<file path="config.mk">
export PLATFORM = sky130hd
export DESIGN_NAME = cordic_iter_sequencer
export DESIGN_NICKNAME = d
export VERILOG_FILES = /design/src/rtl/cordic_iter_sequencer.sv
export SDC_FILE = /design/constraint.sdc
export NUM_CORES = 1
export LEC_CHECK = 0
export CORE_AREA = 3 3 40 42
export DETAILED_ROUTE_END_ITERATION = 12
export DIE_AREA = 0 0 43 45
export PLACE_DENSITY_LB_ADDON = 0.25
export SLEW_MARGIN = 0
export SYNTH_ARGS = -nofsm -noshare
export SYNTH_HDL_FRONTEND = slang
export SYNTH_SLANG_ARGS = --single-unit
</file>
<file path="constraint.sdc">
create_clock -name clk -period 2.1 [get_ports clk]
set_clock_uncertainty 0.05 [all_clocks]
set_input_delay 0.315 -clock clk [delete_from_list [all_inputs] [get_ports clk]]
set_output_delay 0.315 -clock clk [all_outputs]
set_load 0.02 [all_outputs]
</file>
<file path="src/rtl/cordic_iter_sequencer.sv">
// cordic_iter_sequencer: CORDIC iteration control FSM driving load mux, stage enables, iteration index and rotation direction.
// Define CORDIC_SEQ_ABORT_EN to add the abort input that cancels an operation in flight.
module cordic_iter_sequencer #(
  parameter int ITERATIONS = 16,
  parameter int ITER_W     = 4
) (
  input  logic              clk,
  input  logic              rst,
  input  logic              in_valid,
  output logic              in_ready,
  input  logic              in_mode,
  input  logic              z_sign,
  input  logic              y_sign,
  output logic              load_sel,
  output logic              reg_en,
  output logic [ITER_W-1:0] iter,
  output logic              rot_dir,
  output logic              out_valid,
`ifdef CORDIC_SEQ_ABORT_EN
  input  logic              abort,
`endif
  input  logic              out_ready
);
  typedef enum logic [1:0] {IDLE = 2'd0, ITER = 2'd1, DONE = 2'd2} state_t;
  localparam logic [ITER_W-1:0] LAST = ITER_W'(ITERATIONS - 1);
  state_t            state_q, state_d;
  logic [ITER_W-1:0] iter_q, iter_d;
  logic              mode_q, mode_d;
  always_ff @(posedge clk or negedge rst) begin
    if (!rst) begin
      state_q <= IDLE;
      iter_q  <= '0;
      mode_q  <= 1'b0;
    end else begin
      state_q <= state_d;
      iter_q  <= iter_d;
      mode_q  <= mode_d;
    end
  end
  always_comb begin
    state_d  = state_q;
    iter_d   = iter_q;
    mode_d   = mode_q;
    load_sel = 1'b0;
    reg_en   = 1'b0;
    case (state_q)
      IDLE: if (in_valid) begin
        load_sel = 1'b1;
        reg_en   = 1'b1;
        mode_d   = in_mode;
        iter_d   = '0;
        state_d  = ITER;
      end
      ITER: begin
        reg_en  = 1'b1;
        state_d = (iter_q == LAST) ? DONE : ITER;
        iter_d  = (iter_q == LAST) ? iter_q : iter_q + 1'b1;
      end
      DONE: if (out_ready) begin
        state_d = IDLE;
        iter_d  = '0;
      end
      default: state_d = IDLE;
    endcase
`ifdef CORDIC_SEQ_ABORT_EN
    // Abort wins over out_ready and freezes the stage registers this cycle
    if (abort && state_q != IDLE) begin
      state_d = IDLE;
      iter_d  = '0;
      reg_en  = 1'b0;
    end
`endif
  end
  assign in_ready  = (state_q == IDLE);
  assign out_valid = (state_q == DONE);
  assign iter      = iter_q;
  assign rot_dir   = (state_q == ITER) ? (mode_q ? y_sign : ~z_sign) : 1'b0;
endmodule

</file>
==> key figures, run 1 <==
Floorplan
  • Initial Util: 30.2%
  • DIE HEIGHT: 45 um
  • Row count: 13
  • Die X: 43 um
  • Die area: 1940 um^2
  • Core Footprint: 1280 um^2
  • Num ports: 16

Timing
  • Tmin final: 1.98 ns
  • Slew headroom: 78.7%
  • Tcrit/Tclk final: 94.2%
  • Least-Margin Pin Slew: 0.319 ns
  • Unrepaired setup endpoints after global routing: no
  • Hold Fails Final Rpt: 0
  • Setup TNS: 0 ns
  • Pins Over Slew Limit: 0
  • Final setup fails: 0
  • Fmax: 505 MHz

Worst setup path
  • Largest delay share family, worst path: buffers and inverters
  • Crit path kind: flip-flop to output pin
  • Crit path launch type: flip-flop
  • Critical path, cell by cell: nand2b_1, nor2_1, clkdlybuf4s50_1
  • Req. time, crit path: 1.74 ns
  • Worst-path fanout max: 6
  • CP bufs+invs: 1
  • Critical path endpoint category: output pin
  • Critical Path Slowest Stage Cell: clkdlybuf4s50_1
  • Slowest stage delay, CP: 0.60 ns
  • Critical path arrival: 1.61 ns

CTS
  • Post-cts resize count: 0
  • Root Driver: clkbuf_4
  • CTS Hold Bufs: 0
  • Post-CTS Setup Inserts: 0
  • Clock latency on the worst-skew pair: 0.25 ns
  • H-tree lvl count: 1
  • Clock sink count: 7
  • Clock Tree Buf Depth: 2
  • Clk pin slew, worst setup/hold paths: 0.05 ns
  • Num CTS Buffers: 3
  • CTS tree: yes

Yosys
  • Synthesized flop and latch total: 7
  • Count of yosys warnings during synthesis: 0
  • Synth cell types: 22
  • Synthesized area per cell: 10.5 um^2
  • Ys flop type: dfrtp_1
  • Post-synthesis sequential area ratio: 45.2%
  • Yosys top cell area share: 45.2%
  • Fraction of registers with async set/reset: 100%
  • Dominant cells by area after synthesis: dfrtp_1 (45%), a22oi_4 (5.5%), a21oi_1 (5.2%)
  • Synth cell count leaders: dfrtp_1 (7), a21oi_1 (4), inv_1 (4), nor2_1 (4)
  • Most numerous cell in the Yosys netlist: dfrtp_1
  • Synthesized cell area: 388 um^2
  • Synth Instances: 37
  • Post-synth top area cell: dfrtp_1
  • Mapped Nets: 45
  • Number of synthesized flops with an enable pin: 0

Drt
  • Via Count: 328
  • WL per Instance: 10.9 um
  • DRC: 0
  • Initial DRC Count: 0
  • Vias per cell: 4.56
  • First-pass detailed-route iteration total: 1
  • Antenna viol nets, final: 0
  • Routed WL: 788 um

Min path
  • Worst hold-check path type: primary input to asynchronous set/reset pin

Placed design
  • Dpl cells: 68
  • Port bufs: 15
  • Final GP Congestion: 0.707
  • Hpwl dp: 596 um
  • Dpl cell area: 564 um^2

Flow run
  • Max_cap viols: 0

Pwr
  • Seq pwr share: 28.8%
  • Sw frac: 39.5%
  • P_int: 0.556 mW
  • P_sw: 0.363 mW
  • VDD IR-drop max: 0.000876 V
  • Total Power: 0.918 mW
  • Comb power frac: 58.1%
  • Clock group share of total power: 13.1%
  • Leak: 0.268 nW
  • Pwr/cell area: 1560 nW/um^2

GRT
  • Grt ovf: 0
  • Initial antenna violation count: 0
  • First-pass GRT wire length: 1.37 mm
  • Pin count of the biggest net entering global routing: 8
  • GRT Resource Usage Total: 10.2%
  • Vias in the first global route: 318

Layout
  • Ant. Diodes: 0
  • Post-route insts no fill: 72
  • Fin util: 46.0%
  • Fillcell total: 127
  • Final nets: 66
  • Area Growth Syn to Fin: 52.3%
  • Layout cells sized above 1: 14.0%
  • Cell area after layout: 591 um^2

Outcome
  • Status: complete, no violations
power by group through the flow:
stage | clock network (mW) | registers, mW | logic, mW
final | 0.121 | 0.264 | 0.533
after global routing | 0.140 | 0.278 | 0.583
after CTS | 0.128 | 0.264 | 0.542
after detailed placement | 0 | 0.266 | 0.538
after global placement | 0 | 0.266 | 0.538
after floorplan | 0 | 0.302 | 0.294
state kept, by name (all words and copies together) (netlist names):
register	count
iter	4
state_q	2
mode_q	1
layout by cell type, fill, tap and decap left out:
cell type / count
clkdlybuf4s50_1: 15
dfrtp_1: 7
nor2_1: 4
inv_1: 4
a21oi_1: 4
clkbuf_4: 3
and2_1: 1
and2b_2: 1
o21bai_1: 1
nand2b_1: 1
and2b_4: 1
and3_1: 1
nand3b_1: 1
a22oi_4: 1
nand3_1: 1
xnor2_1: 1
o22ai_1: 1
mux2_1: 1
o21a_1: 1
nand2_1: 1
mux2i_1: 1
mux2_4: 1
a22o_1: 1
ha_1: 1
clkbuf_1: 1
buf_4: 1
cell type report:
| type | count | area [um^2] | area share (%) |
|---|---|---|---|
| clock buffer | 4 | 26.3 | 4.45 |
| inverter | 4 | 15.0 | 2.54 |
| multi-input combinational | 26 | 198 | 33.5 |
| sequential | 7 | 175 | 29.7 |
| tap | 15 | 18.8 | 3.18 |
| timing repair buffer | 16 | 158 | 26.7 |
kinds of logic after synthesis:
family                     after synthesis  share of synthesized area [%]
buffers and inverters                    4                           3.87
xor gates and xnor gates                 1                           2.26
muxes                                    3                           9.35
and+or+nand+nor                         12                           17.7
DFF                                      7                           45.2
AOI/OAI and AO/OA                        9                           18.4
adders and majority gates                1                           3.23
layer usage:
metal | GRT usage [%] | vias to the layer above | wire length, um | share of wire [%]
met5 | 0 | - | 0 | 0
met4 | 5.42 | 0 | 9 | 1.1
met3 | 7.97 | 2 | 90 | 11
met2 | 12.3 | 15 | 321 | 41
met1 | 12.8 | 143 | 366 | 46
li1 | - | 168 | - | -
worst register-to-register path, stage by stage (launching register included):
cell and delay (ns):
dfrtp_1 0.42, ha_1 0.24, and3_1 0.23, a22oi_4 0.26, mux2_4 0.32
stage by stage:
stage          worst slack [ns]  hold WS [ns]
5_1_grt                 0.00981         0.277
2_1_floorplan             0.441       -0.0306
3_3_place_gp              0.180         0.458
6_report                  0.121         0.271
4_1_cts                  0.0930         0.275
3_5_place_dp              0.189         0.463
worst paths after layout:
kind | from | endpoint | slack, ns | cells past startpoint
worst max register to register | iter[0]$_DFFE_PN0P_ | iter[0]$_DFFE_PN0P_ | 0.45 | 4
worst max-delay path | state_q[1]$_DFFE_PN0P_ | rot_dir | 0.12 | 3
worst min register to register | mode_q$_DFFE_PN0P_ | mode_q$_DFFE_PN0P_ | 0.47 | 1
max in group asynchronous | rst | iter[2]$_DFFE_PN0P_ | 1.48 | 1
worst min-delay path | rst | mode_q$_DFFE_PN0P_ | 0.27 | 1
min in group clk | mode_q$_DFFE_PN0P_ | mode_q$_DFFE_PN0P_ | 0.47 | 1
(Power assumes the default switching activity.)
==> run 2, diff against run 1 <==
--- a/config.mk
+++ b/config.mk
@@ -5,6 +5,7 @@
 export SDC_FILE = /design/constraint.sdc
 export NUM_CORES = 1
 export LEC_CHECK = 0
+export CAP_MARGIN = 20
 export CORE_AREA = 3 3 40 42
 export DETAILED_ROUTE_END_ITERATION = 12
 export DIE_AREA = 0 0 43 45
@@ -13,3 +14,4 @@
 export SYNTH_ARGS = -nofsm -noshare
 export SYNTH_HDL_FRONTEND = slang
 export SYNTH_SLANG_ARGS = --single-unit
+export TNS_END_PERCENT = 30
==> constraint.sdc (replaced) <==
create_clock -name clk -period 2.4 [get_ports clk]
set_clock_uncertainty 0.05 [all_clocks]
set_input_delay 0.36 -clock clk [delete_from_list [all_inputs] [get_ports clk]]
set_output_delay 0.36 -clock clk [all_outputs]
set_load 0.02 [all_outputs]
==> run 2 against run 1 <==
- global-route usage fell by 1.0 points
- sequential power down 13%
- core utilization is 0.58 points lower
- die area stayed put
- flip-flop and latch count did not move
- hold slack gained 0.046 ns
- largest cell class unchanged
- non-clock buffer count down 1
- critical path depth rose by 1
- clock-buffer cell count unchanged
==> key figures, run 2 (same netlist as run 1, synthesis figures left out) <==
Outcome
  • Status: complete, no violations

Timing
  • Unrepaired setup endpoints after global routing: no
  • Pins Over Slew Limit: 0 (unchanged)
  • Fmax: 477 MHz
  • Least-Margin Pin Slew: 0.347 ns (+0.0277 ns)
  • Hold Fails Final Rpt: 0 (unchanged)
  • Final setup fails: 0 (unchanged)
  • Slew headroom: 76.8% (-1.8 points)
  • Tmin final: 2.09 ns
  • Tcrit/Tclk final: 87.3%
  • Setup TNS: 0 ns (unchanged)

GRT
  • Vias in the first global route: 298 (-6.3%)
  • Initial antenna violation count: 0 (unchanged)
  • First-pass GRT wire length: 1.30 mm (-5.1%)
  • Grt ovf: 0 (unchanged)
  • GRT Resource Usage Total: 9.23% (-1.0 points)
  • Pin count of the biggest net entering global routing: 8 (unchanged)

Drt
  • Via Count: 335 (+2.1%)
  • DRC: 0 (unchanged)
  • WL per Instance: 11.0 um (+0.25%)
  • First-pass detailed-route iteration total: 2 (+1)
  • Initial DRC Count: 2 (+2)
  • Antenna viol nets, final: 0 (unchanged)
  • Routed WL: 779 um (-1.1%)
  • Vias per cell: 4.72 (+3.6%)

Worst setup path
  • Req. time, crit path: 1.99 ns (+0.25 ns)
  • Worst path most repeated cell: clkdlybuf4s50_1
  • Crit path kind: primary input to output pin
  • Critical path, cell by cell: clkdlybuf4s50_1, o21bai_1, inv_1, clkdlybuf4s50_1
  • Worst-path fanout max: 3 (-3)
  • Worst reg2reg startpoint: iter[0]$_DFFE_PN0P_
  • CP Launch Point: in_valid
  • Crit path launch type: primary input
  • Slowest stage delay, CP: 0.54 ns (-0.06 ns)
  • Critical path endpoint category: output pin
  • Critical path arrival: 1.68 ns (+0.07 ns)
  • Critical Path Slowest Stage Cell: clkdlybuf4s50_1
  • R2R setup slack: 0.74 ns (+0.29 ns)

Layout
  • Ant. Diodes: 0 (unchanged)
  • Most frequent cells in the layout: clkdlybuf4s50_1 (15), dfrtp_1 (7), nor2_1 (4), inv_1 (4), a21oi_1 (4)
  • Final nets: 65 (-1.5%)
  • Layout cells sized above 1: 12.5% (-1.5 points)
  • Area Growth Syn to Fin: 50.3%
  • Max reg flops: 4 (unchanged)
  • Commonest non-fill, non-tap cell in the layout: clkdlybuf4s50_1

CTS
  • Clk pin slew, worst setup/hold paths: 0.05 ns (about the same)
  • CTS tree: yes
  • Clock sink count: 7 (unchanged)
  • Clock latency on the worst-skew pair: 0.25 ns (about the same)
  • Root Driver: clkbuf_4
  • Num CTS Buffers: 3 (unchanged)
  • Clock Tree Buf Depth: 2 (unchanged)
  • CTS Hold Bufs: 0 (unchanged)
  • Post-cts resize count: 0 (unchanged)
  • Post-CTS Setup Inserts: 0 (unchanged)
  • H-tree lvl count: 1 (unchanged)

Floorplan
  • Num ports: 16 (unchanged)
  • Initial Util: 30.2% (unchanged)
  • Die area: 1940 um^2 (unchanged)
  • Row count: 13 (unchanged)
  • Core Footprint: 1280 um^2 (unchanged)
  • Die X: 43 um (unchanged)
  • DIE HEIGHT: 45 um (unchanged)

Pwr
  • Leak: 0.263 nW (-2.0%)
  • VDD IR-drop max: 0.000623 V (-29%)
  • Pwr/cell area: 1360 nW/um^2 (-12%)
  • Total Power: 0.796 mW (-13%)

Placed design
  • Final GP Congestion: 0.723 (+2.2%)
  • Port bufs: 15 (unchanged)
  • Hpwl dp: 591 um (-0.84%)

Min path
  • Worst hold-check path type: primary input to asynchronous set/reset pin

Flow run
  • Max_cap viols: 0 (unchanged)
-- run 2: cell types whose count changed in the layout (fill, tap and decap cells not counted), sizes merged --
cell,previous run,this run
buf,1,0
-- run 2: final cells by class --
class / instances / area, um^2
clock buffer: 4 / 26.3
timing repair buffer: 15 / 150
fill: 137 / 702
tap: 15 / 18.8
sequential: 7 / 175
inverter: 4 / 15.0
multi-input combinational: 26 / 198
-- run 2: through the flow --
stage	cell area (um^2)	setup slack (ns)	std cells	utilization, %	hold WS (ns)
2_1_floorplan	388	0.741	37	-	0.0144
3_3_place_gp	557	0.309	67	43.3	0.460
3_5_place_dp	557	0.308	67	43.3	0.456
4_1_cts	583	0.293	71	45.4	0.323
5_1_grt	583	0.232	71	45.4	0.347
6_report	583	0.305	71	45.4	0.317
-- run 2: path summary, 6_finish.rpt --
kind                                                to  cells past startpoint
min in group clk                    mode_q$_DFFE_PN0P_                      1
worst min register to register      mode_q$_DFFE_PN0P_                      1
max in group asynchronous       state_q[0]$_DFFE_PN0P_                      1
worst max-delay path                            reg_en                      4
worst min-delay path            state_q[1]$_DFFE_PN0P_                      1
worst max register to register     iter[0]$_DFFE_PN0P_                      4
-- run 2: layer usage --
metal / vias up / track usage (%) / routed length, um
li1: 168 / - / -
met1: 152 / 12.1 / 362
met2: 13 / 12.6 / 335
met3: 2 / 2.79 / 65
met4: 0 / 7.23 / 14
met5: - / 0 / 0
-- run 2: worst max-delay path, delay by kind of cell --
family / cells / cell delay (ns)
AO/OA/AOI/OAI: 1 / 0.31
buffers and inverters: 3 / 1.02
-- run 2: power breakdown --
part / switching (mW) / internal (mW)
sequential: 0.0552 / 0.175
combinational: 0.218 / 0.242
clock: 0.0431 / 0.0634
total: 0.316 / 0.480
==> variant: new RTL, flow settings as in run 1 <==
Re-encode `state_t` (3 states) as one-hot, 3 bits wide.
--- a/src/rtl/cordic_iter_sequencer.sv
+++ b/src/rtl/cordic_iter_sequencer.sv
@@ -23,3 +23,3 @@
 );
-  typedef enum logic [1:0] {IDLE = 2'd0, ITER = 2'd1, DONE = 2'd2} state_t;
+  typedef enum logic [2:0] {IDLE = 3'b001, ITER = 3'b010, DONE = 3'b100} state_t;
   localparam logic [ITER_W-1:0] LAST = ITER_W'(ITERATIONS - 1);
Function: same outputs for any inputs over 10 cycles, from zero or initial values and one cycle with rst low; not proved beyond that.
==> variant against run 1 <==
- cell count up 17%
- total power down 11%
- combinational power down 27%
- cell area up 21%
- area after synthesis up 28%
- routed wire length up 46%
- critical path depth down 1
- sequential cell count up 1
- setup slack worse by 0.028 ns
- die area unchanged
- count of clock-buffer cells in the layout unchanged
- largest power group unchanged
- critical path type unchanged
- register-to-register slack better by 0.11 ns
==> variant: results (changes against run 1) <==
* Hold slack final at 0.305 ns (+0.0335 ns)
* Seq/Total Area, Yosys at 0.406 (-0.0461)
* Pre-CTS setup slack at -0.112 ns (-0.301 ns)
* Synthesized area per cell at 10.3 sq um (-1.3%)
* Synth top area cells: dfrtp_1 35%, dfstp_2 5.3%, nor3b_2 5.0%
* Synth Area in Adders at 0.0252 (-0.00707)
* Tot GR Track Use at 0.145 (+0.0425)
* Clock Pin Slew Worst Setup and Hold Paths at approximately 0.060 ns
* Largest net degree at the start of global routing at 10 (+2)
* GPL Wtd Cong at 0.747 (+5.5%)
* Filler cells at 120 (-5.5%)
* Yosys cell types at 27 (+23%)
* Via count at 448 (+37%)
* Slew @ Worst Pin at 0.400 ns (+0.0814 ns)
* Arrival @ worst endpoint at 1.64 ns (+0.03 ns)
* Nets@finish at 78 (+18%)
* Post-synthesis net count at 56 (+24%)
* Mux contribution to synthesized area at 0.0227 (-0.0709)
* DRT iter0 DRCs at 13 (+13)
* Per-cell routed wire length at 13.7 microns (+25%)
* Largest register FFs at 4 (unchanged)
* Most frequent cells after synthesis: 7 x dfrtp_1, 4 x nand3_1
* Internal reg-to-reg setup slack at 0.56 ns (+0.11 ns)
* Post-synthesis xor/xnor area fraction at 0 (-0.0226)
* Layout cells sized above 1 at 0.261 (+0.121)
* Post-Place Cells at 80 (+18%)
* Syn. warnings at 0 (unchanged)
* First-pass GRT wire length at 2070 microns (+52%)
* First-pass DRT Iterations at 4 (+3)
* Synth async-reset ratio at 1.00 (unchanged)
* Max Freq at 498 MHz (-1.4%)
* Outcome: finished, final reports clean
* Synth Area in Compound Gates at 0.227 (+0.0428)
* Fin cells at 84 (+17%)
* Crit path max fanout at 8 (+2)
* Pleak at 0.299 nW (+12%)
* Maximum vdd ir drop at 0.000513 V (-41%)
## variant: logic make-up (layout without fill, tap and decap cells)
kind of cell | Yosys count | in the layout
fa+ha+maj | 1 | 1
simple gates | 19 | 19
mux | 1 | 1
buf+inv | 4 | 25
compound gates | 15 | 15
flops | 8 | 8
## variant: worst max-delay path: stages (launching register included)
cell and delay, ns:
dfrtp_2 0.48, nor3b_4 0.26, clkdlybuf4s50_1 0.65
## variant: area by class of cell
| class | count | area (sq um) | share of cell area |
|---|---|---|---|
| flip-flops and latches | 8 | 204 | 0.285 |
| inverters | 3 | 11.3 | 0.0158 |
| multi-input cells | 36 | 283 | 0.396 |
| repair buffers | 18 | 171 | 0.240 |
| well taps | 15 | 18.8 | 0.0263 |
| clock buffers | 4 | 26.3 | 0.0368 |
## variant: routing by layer
layer | up-vias | global-route usage | wire [microns]
met4 | 0 | 0.0904 | 10
met5 | - | 0 | 0
met1 | 212 | 0.194 | 556
met2 | 13 | 0.210 | 502
li1 | 221 | - | -
met3 | 2 | 0.0359 | 82
## variant: final timing paths
kind                       startpoint          to
min in group clk               mode_q      mode_q
max                        state_q[1]   out_valid
min reg2reg                    mode_q      mode_q
min                               rst      mode_q
max reg2reg                state_q[0]     iter[0]
max in group asynchronous         rst  state_q[0]
## variant: power by group
part / switching [mW] / total, mW / internal (mW)
logic: 0.186 / 0.391 / 0.205
clock network: 0.0559 / 0.129 / 0.0729
registers: 0.0871 / 0.298 / 0.211
total: 0.329 / 0.818 / 0.489
## variant: stage by stage
stage               TNS, ns  instance area (sq um)  total power [mW]
floorplan                 0                    497             0.521
global placement     -0.199                    681             0.695
detailed placement   -0.220                    681             0.702
CTS                       0                    711             0.827
global route              0                    714             0.881
finish                    0                    714             0.818
## variant: repair_timing
item / in CTS / in global routing
endpoints found under the setup margin: 4 / 2
hold buffers: 0 / 0
resized for setup: 5 / 2
